### config.mk
export PLATFORM = sky130hd
export DESIGN_NAME = seq_mem_d2_drain
export DESIGN_NICKNAME = d
export VERILOG_FILES = /design/src/rtl/seq_mem_d2_drain.sv
export SDC_FILE = /design/constraint.sdc
export NUM_CORES = 1
export LEC_CHECK = 0
export BUFFER_PORTS_ARGS = -buffer_cell sky130_fd_sc_hd__buf_2
export CORE_ASPECT_RATIO = 0.8
export CORE_UTILIZATION = 43
export CTS_BUF_LIST = sky130_fd_sc_hd__clkbuf_16
export DETAILED_ROUTE_END_ITERATION = 7
export PLACE_DENSITY = 0.65
export SLEW_MARGIN = 20
export SYNTH_ARGS = -nofsm -noshare
export SYNTH_HDL_FRONTEND = slang
export SYNTH_SLANG_ARGS = --single-unit
### constraint.sdc
create_clock -name clk -period 3.3 [get_ports clk]
set_clock_uncertainty 0.2 [all_clocks]
set_input_delay 0.33 -clock clk [delete_from_list [all_inputs] [get_ports clk]]
set_output_delay 0.33 -clock clk [all_outputs]
set_load 0.01 [all_outputs]
### src/rtl/seq_mem_d2_drain.sv
// Drain engine for a seq_mem_d2: walks the array row-major over the sequential read
// port and streams words through a 2-entry valid/ready buffer. Option: SEQ_MEM_DRAIN_TIMEOUT_EN.
module seq_mem_d2_drain #(
    parameter int D0_SIZE     = 8,
    parameter int D1_SIZE     = 8,
    parameter int D0_IDX_SIZE = 4,
    parameter int D1_IDX_SIZE = 4,
    parameter int WIDTH       = 32,
    parameter int TIMEOUT     = 16
) (
    input  logic                   clk,
    input  logic                   reset,
    input  logic                   go,
    output logic                   done,
    output logic [D0_IDX_SIZE-1:0] mem_addr0,
    output logic [D1_IDX_SIZE-1:0] mem_addr1,
    output logic                   mem_read_en,
    input  logic [WIDTH-1:0]       mem_read_data,
    input  logic                   mem_read_done,
    output logic                   out_valid,
    input  logic                   out_ready,
    output logic [WIDTH-1:0]       out_data,
    output logic                   out_last
`ifdef SEQ_MEM_DRAIN_TIMEOUT_EN
    ,
    output logic                   err
`endif
);

    if (D0_SIZE < 1 || D1_SIZE < 1 || TIMEOUT < 1) begin : g_param_chk
        $error("seq_mem_d2_drain: D0_SIZE, D1_SIZE and TIMEOUT must be >= 1");
    end

    localparam logic [D0_IDX_SIZE-1:0] LAST_ROW = D0_IDX_SIZE'(D0_SIZE - 1);
    localparam logic [D1_IDX_SIZE-1:0] LAST_COL = D1_IDX_SIZE'(D1_SIZE - 1);

    typedef enum logic [1:0] {S_IDLE, S_RUN, S_FLUSH, S_DONE} state_t;

    state_t                   r_state, w_state_nxt;
    logic [D0_IDX_SIZE-1:0]   r_row;
    logic [D1_IDX_SIZE-1:0]   r_col;
    logic                     r_pending;
    logic                     r_pend_last;
    logic [1:0]               r_count;
    logic [1:0][WIDTH-1:0]    r_data;
    logic [1:0]               r_last;
    logic                     r_rd, r_wr;

    logic                     w_pop, w_push, w_issue, w_room, w_fin_addr, w_tmo;
    logic [1:0]               w_cnt_nxt;

    assign out_valid  = (r_count != 2'd0);
    assign out_data   = r_data[r_rd];
    assign out_last   = r_last[r_rd];
    assign mem_addr0  = r_row;
    assign mem_addr1  = r_col;
    assign mem_read_en = w_issue;

    assign w_pop      = out_valid & out_ready;
    assign w_push     = mem_read_done & r_pending & ((r_state == S_RUN) | (r_state == S_FLUSH));
    assign w_fin_addr = (r_row == LAST_ROW) && (r_col == LAST_COL);
    assign w_cnt_nxt  = r_count + {1'b0, w_push} - {1'b0, w_pop};
    // Room counts the in-flight read as occupied so its word always has a slot.
    assign w_room     = ({1'b0, r_count} + {2'b00, r_pending}) < (3'd2 + {2'b00, w_pop});

    always_ff @(posedge clk or posedge reset) begin
        if (reset) r_state <= S_IDLE;
        else       r_state <= w_state_nxt;
    end

    always_comb begin
        w_state_nxt = r_state;
        w_issue     = 1'b0;
        done        = 1'b0;
        unique case (r_state)
            S_IDLE: if (go) w_state_nxt = S_RUN;
            S_RUN: begin
                w_issue = w_room && (!r_pending || mem_read_done);
                if (w_issue && w_fin_addr) w_state_nxt = S_FLUSH;
            end
            S_FLUSH: if (!(r_pending && !w_push) && w_cnt_nxt == 2'd0) w_state_nxt = S_DONE;
            S_DONE: begin
                done = go;
                if (!go) w_state_nxt = S_IDLE;
            end
            default: w_state_nxt = S_IDLE;
        endcase
        if (w_tmo) w_state_nxt = S_DONE;
    end

    always_ff @(posedge clk or posedge reset) begin
        if (reset) begin
            r_row       <= '0;
            r_col       <= '0;
            r_pending   <= 1'b0;
            r_pend_last <= 1'b0;
            r_count     <= 2'd0;
            r_data      <= '0;
            r_last      <= '0;
            r_rd        <= 1'b0;
            r_wr        <= 1'b0;
        end else if (r_state == S_IDLE && go) begin
            r_row     <= '0;
            r_col     <= '0;
            r_pending <= 1'b0;
            r_count   <= 2'd0;
            r_rd      <= 1'b0;
            r_wr      <= 1'b0;
        end else if (w_tmo) begin
            r_pending <= 1'b0;
            r_count   <= 2'd0;
            r_rd      <= 1'b0;
            r_wr      <= 1'b0;
        end else begin
            if (w_issue) begin
                r_pend_last <= w_fin_addr;
                // The pointer parks on the final element; IDLE reloads it.
                if (!w_fin_addr) begin
                    if (r_col == LAST_COL) begin
                        r_col <= '0;
                        r_row <= r_row + D0_IDX_SIZE'(1);
                    end else begin
                        r_col <= r_col + D1_IDX_SIZE'(1);
                    end
                end
            end
            r_pending <= w_issue | (r_pending & ~w_push);
            if (w_push) begin
                r_data[r_wr] <= mem_read_data;
                r_last[r_wr] <= r_pend_last;
                r_wr         <= ~r_wr;
            end
            if (w_pop) r_rd <= ~r_rd;
            r_count <= w_cnt_nxt;
        end
    end

`ifdef SEQ_MEM_DRAIN_TIMEOUT_EN
    localparam int TMO_W = $clog2(TIMEOUT + 1);

    logic [TMO_W-1:0] r_tmo_cnt;
    logic             r_err;

    // Fires on the TIMEOUT-th cycle of an unanswered read.
    assign w_tmo = r_pending && !mem_read_done && (r_tmo_cnt == TMO_W'(TIMEOUT - 1));
    assign err   = r_err;

    always_ff @(posedge clk or posedge reset) begin
        if (reset) begin
            r_tmo_cnt <= '0;
            r_err     <= 1'b0;
        end else begin
            if (!r_pending || mem_read_done) r_tmo_cnt <= '0;
            else                             r_tmo_cnt <= r_tmo_cnt + TMO_W'(1);
            if (w_tmo) r_err <= 1'b1;
        end
    end
`else
    assign w_tmo = 1'b0;
`endif

endmodule

Word level (Yosys, flattened, before mapping)
Cells that the tools add are included.
Storage, ports and cells
  memories kept: 0
  input port bits: 37
  bits in latches: 0
  bits in registers: 82
  logic and storage cells: 95
  output and inout port bits: 44
  ROM bits: 0
  memory bits (writable): 0
Cells by class
  equal/unequal tests: 10
  divide/modulo/power cells: 0
  multiply operators: 0
  add/sub/neg operators: 6
  bitwise logic cells: 10
  shifts and indexed selects: 0
  $lt $le $gt $ge: 4
  mux-type cells: 31
  reductions and logical operators: 23
Operators with widths (number)
  32-bit two-way mux: 3
  64-bit bitwise mux: 1
  32-bit demux with 1-bit select: 1
  4-bit two-way mux: 8
  1-bit two-way mux: 10
  2-bit two-way mux: 5
  2-bit nonzero test: 5
  4-bit by 1-bit adder with 4-bit output, second input constant: 2
  4-bit by 3-bit == test with 1-bit output, second input constant: 2
  2-bit one-hot mux with 4 select lines: 1
  1-bit logical AND: 7
  2-bit by 1-bit inequality test with 1-bit output, second input constant: 3
  2-bit AND reduction: 3
  1-bit bitwise AND: 4
  2-bit == test, second input constant: 2
  2-bit logical NOT: 2
  1-bit by 2-bit less-than comparator with 1-bit output, second input constant: 2
  2-bit inequality test, second input constant: 2
  1-bit inverter: 4
  4-bit AND reduction: 1
  2-bit by 1-bit adder with 3-bit output: 1
  2-bit by 1-bit adder with 3-bit output, first input constant: 1
  1-bit logical NOT: 3
  3-bit less-than comparator: 1
  other kinds (9): 10

Longest topological paths before layout
  depth in word-level cells: 9
  mapped depth: 11

Least setup slack after synthesis
No wires, ideal clock.
  path kind: reg2reg
  from: register r_state[0]
  to: register r_state[1]
  arrival: 2.409 ns
  data required time: 2.972 ns
  path buffers: 0
  stages on the path, launching flop included: 12
  setup slack: 0.564 ns
  setup time: 0.128 ns
  cell sequence: dfrtp_1 -> inv_1 -> ha_1 -> nand3_1 -> ha_1 -> inv_1 -> ha_1 -> xor2_1 -> xnor2_1 -> nand2_1 -> a221oi_2 -> mux2_1
On the way
  elaborated cells on any way between the ends: 19
  classes of those cells: add/sub (2); eq/ne (7); mux (1); bitwise (2); reduce/logical (7)
RTL lines
  from (decl): RTL line 39  | state_t r_state, w_state_nxt;
  from (signal assigned): RTL line 68  | else r_state <= w_state_nxt;
  2-bit == test (tied with other cells): RTL line 75  | unique case (r_state)
  2-bit one-hot mux with 4 select lines *: RTL line 75
  named net w_state_nxt[1]: RTL line 39
The timed path passes the listed nets; every way through them passes the cells marked *.
A chain may end at the register's enable or synchronous reset.

Final worst setup path
  from: register r_state[1]
  to: register r_state[1]
The elaborated chain is that of the path after synthesis.

==> metrics.md <==
| Metric | Value |
|---|---|
| Status | `finished, final reports clean` |
| Worst-Skew Late Latency | `0.32 ns` |
| Routed via count | `2360` |
| Post-Syn Area | `0.00383 mm2` |
| Rel. slew slack | `46.0%` |
| Worst reg2reg setup slack | `0.33 ns` |
| CP dominant cell by count | `ha_1` |
| RD Place Congestion | `0.762` |
| CP Launch Type | `flop` |
| TritonCTS Buffers | `9` |
| Leading cell type in the layout, fill and taps excluded | `dfrtp_1` |
| Post-CTS Setup Bufs | `0` |
| Placed Area | `0.00435 mm2` |
| R2r startpoint | `r_state[1]` |
| Area Growth Syn to Fin | `23.4%` |
| Delay-heaviest family, CP | `adder cells` |
| Design area | `0.00473 mm2` |
| Critical Path, Cell by Cell | `inv_1 > ha_1 > nand3_1 > ha_1 > inv_1 > ha_1 > xor2_1 > xnor2_1 > nand2_1 > a221oi_2 > mux2_1` |
| Setup_tns | `0 ns` |
| Layout cells sized above 1 | `51.2%` |
| Hold Crit Class | `primary input to flop` |
| Final Util | `55.3%` |
| Max Fclk | `337 MHz` |
| Post-synth top flop | `dfrtp_1` |
| Die Height | `86.4 um` |
| Crit path from | `r_state[1]` |
| WL/cell | `15.1 um` |
| Row Count | `30` |
| Syn Nets | `317` |
| Initial core utilization | `44.8%` |
| Async S/R FF share, synth | `100%` |
| Slew of the pin with the lowest slew margin | `0.809 ns` |
| Chip width | `108 um` |
| HPWL after DPL | `5030 um` |
| Vias in the first global route | `2509` |
| CTS tree | `built` |
| CP endpoint | `r_state[1]` |
| Gate Count Post-Synth | `270` |
| CTS Buffer Depth | `2` |
| Gr usage total | `16.6%` |
| Worst VDD drop | `0.495 mV` |
| CP max FO | `4` |
| DR vias/cell | `4.99` |
| DR iter-0 viols | `54` |
| Tcrit/Tclk final | `90.0%` |
| Flops & latches, synth | `82` |
| MaxCap Viol Count | `0` |
| Multi-input gate area | `0.00169 mm2` |
| Register area | `0.00205 mm2` |
| Ports | `81` |
| Post-synth EDFFs | `0` |
| Synth unique cells | `36` |
| Crit Path Category | `flop to flop` |
| R2R depth | `11` |
| Antenna Nets Post-Route | `0` |
| # port buffers | `80` |
| RSZ-0062 raised after global routing | `false` |
| Min cycle time layout | `2.97 ns` |
| Register area share after synthesis | `53.5%` |
| WL final | `7160 um` |
| Core area | `0.00856 mm2` |
| Levels on crit path | `11` |
| Critical Path AT | `2.98 ns` |
| Antenna Cells | `0` |
| CTS Sinks | `82` |
| CTS Root Cell | `clkbuf_16` |
| Slowest cell on crit path | `dfrtp_1` |
| CTS clk-pin slew, worst paths | `0.06 ns` |
| Most frequent cells in the layout | `dfrtp_1 (82), buf_2 (80), mux2_2 (75)` |
| CP endpoint kind | `flop` |
| Leakage Power | `0.00223 uW` |
| RR Endpoint | `r_state[1]` |
| CP max stage delay | `0.39 ns` |
| TritonRoute pass-1 iters | `4` |
| CP Buf/Inv Count | `2` |
| Drt drc | `0` |
| Die footprint | `0.00930 mm2` |
| Critical Path RT | `3.31 ns` |
| Setup-failing EPs final | `0` |
| Yosys Warn Count | `0` |
| Filler cells | `746` |
| Global route total overflow | `0` |
| Final hold violations | `0` |
| Syn avg cell area | `14.2 um2` |
| Power density over the cells | `1020 mW/mm2` |
| Fin nets | `403` |
| Largest net degree at the start of global routing | `49` |
| Initial antenna violation count | `0` |
| Pins Over Slew Limit | `0` |
| First-pass GRT wire length | `11900 um` |
| H-Tree Depth | `3` |
## how the worst min path moves through the flow
stage                                 start    endpoint  cells after the start
after CTS                 mem_read_data[28]  r_data[60]                      2
final                     mem_read_data[28]  r_data[60]                      2
after floorplan                          go   r_pending                      1
after detailed placement         r_data[55]  r_data[55]                      1
after global routing       mem_read_data[3]  r_data[35]                      2
after global placement           r_data[57]  r_data[57]                      1
## metrics by stage
stage / setup slack (ns) / total power [uW] / instances / hold slack [ns]
floorplan: 0.564 / 3070 / 270 / 0.219
global placement: 0.390 / 3610 / 456 / 0.268
detailed placement: 0.310 / 3670 / 456 / 0.275
CTS: 0.301 / 4890 / 473 / 0.0223
global route: 0.110 / 5140 / 473 / 0.0261
finish: 0.331 / 4820 / 473 / 0.0359
## timing repair
| item | 4_1_cts | 5_1_grt |
|---|---|---|
| gates resized for setup | 0 | 0 |
| hold buffers | 1 | 0 |
| hold endpoints to repair | 46 | 0 |
## layer usage
metal	up-vias	track usage, %	wire length [um]
met5	-	0	0
met4	0	4.73	29
met3	2	5.26	377
met2	49	26.9	3360
met1	1177	21.6	3390
li1	1132	-	-
## area by class of cell
cell class / count / area share [%]
clock buffers: 9 / 4.76
clock inverters: 7 / 2.96
inverters: 7 / 0.582
multi-input cells: 169 / 35.7
flip-flops and latches: 82 / 43.4
well taps: 112 / 2.96
repair buffers: 87 / 9.63
## cell usage after synthesis, types with 4 or more instances
cell type / instances / share of area (%)
xor2_1: 5 / 1.1
ha_1: 10 / 3.3
mux2_2: 75 / 22
dfrtp_1: 82 / 54
a21oi_1: 4 / 0.52
buf_4: 4 / 0.78
nand2_1: 4 / 0.39
inv_1: 7 / 0.69
nor2_1: 10 / 0.98
mux2_1: 27 / 7.9
nand3_1: 5 / 0.65
## sequential cells by signal, summed over array words and instances (netlist names)
register / flops
r_last: 2
r_rd: 1
r_wr: 1
r_count: 2
mem_addr1: 4
r_state: 2
r_pend_last: 1
r_data: 64
mem_addr0: 4
r_pending: 1
## kinds of logic (layout without fill, tap and decap cells)
kind of cell,after synthesis,in the layout,synth area share (%)
multiplexers,105,105,30.8
flip-flops,82,82,53.5
AND/OR/NAND/NOR,34,34,5.45
buffers and inverters,19,110,2.55
AO/OA/AOI/OAI,14,14,3.07
adder cells (fa/ha/maj),10,10,3.26
XOR/XNOR,6,6,1.37
## power breakdown
group          switching (uW)  leakage [uW]  internal [uW]
combinational             858       0.00106           1030
clock                     381      0.000174            815
sequential                263      0.000993           1470
(Power assumes the default switching activity.)
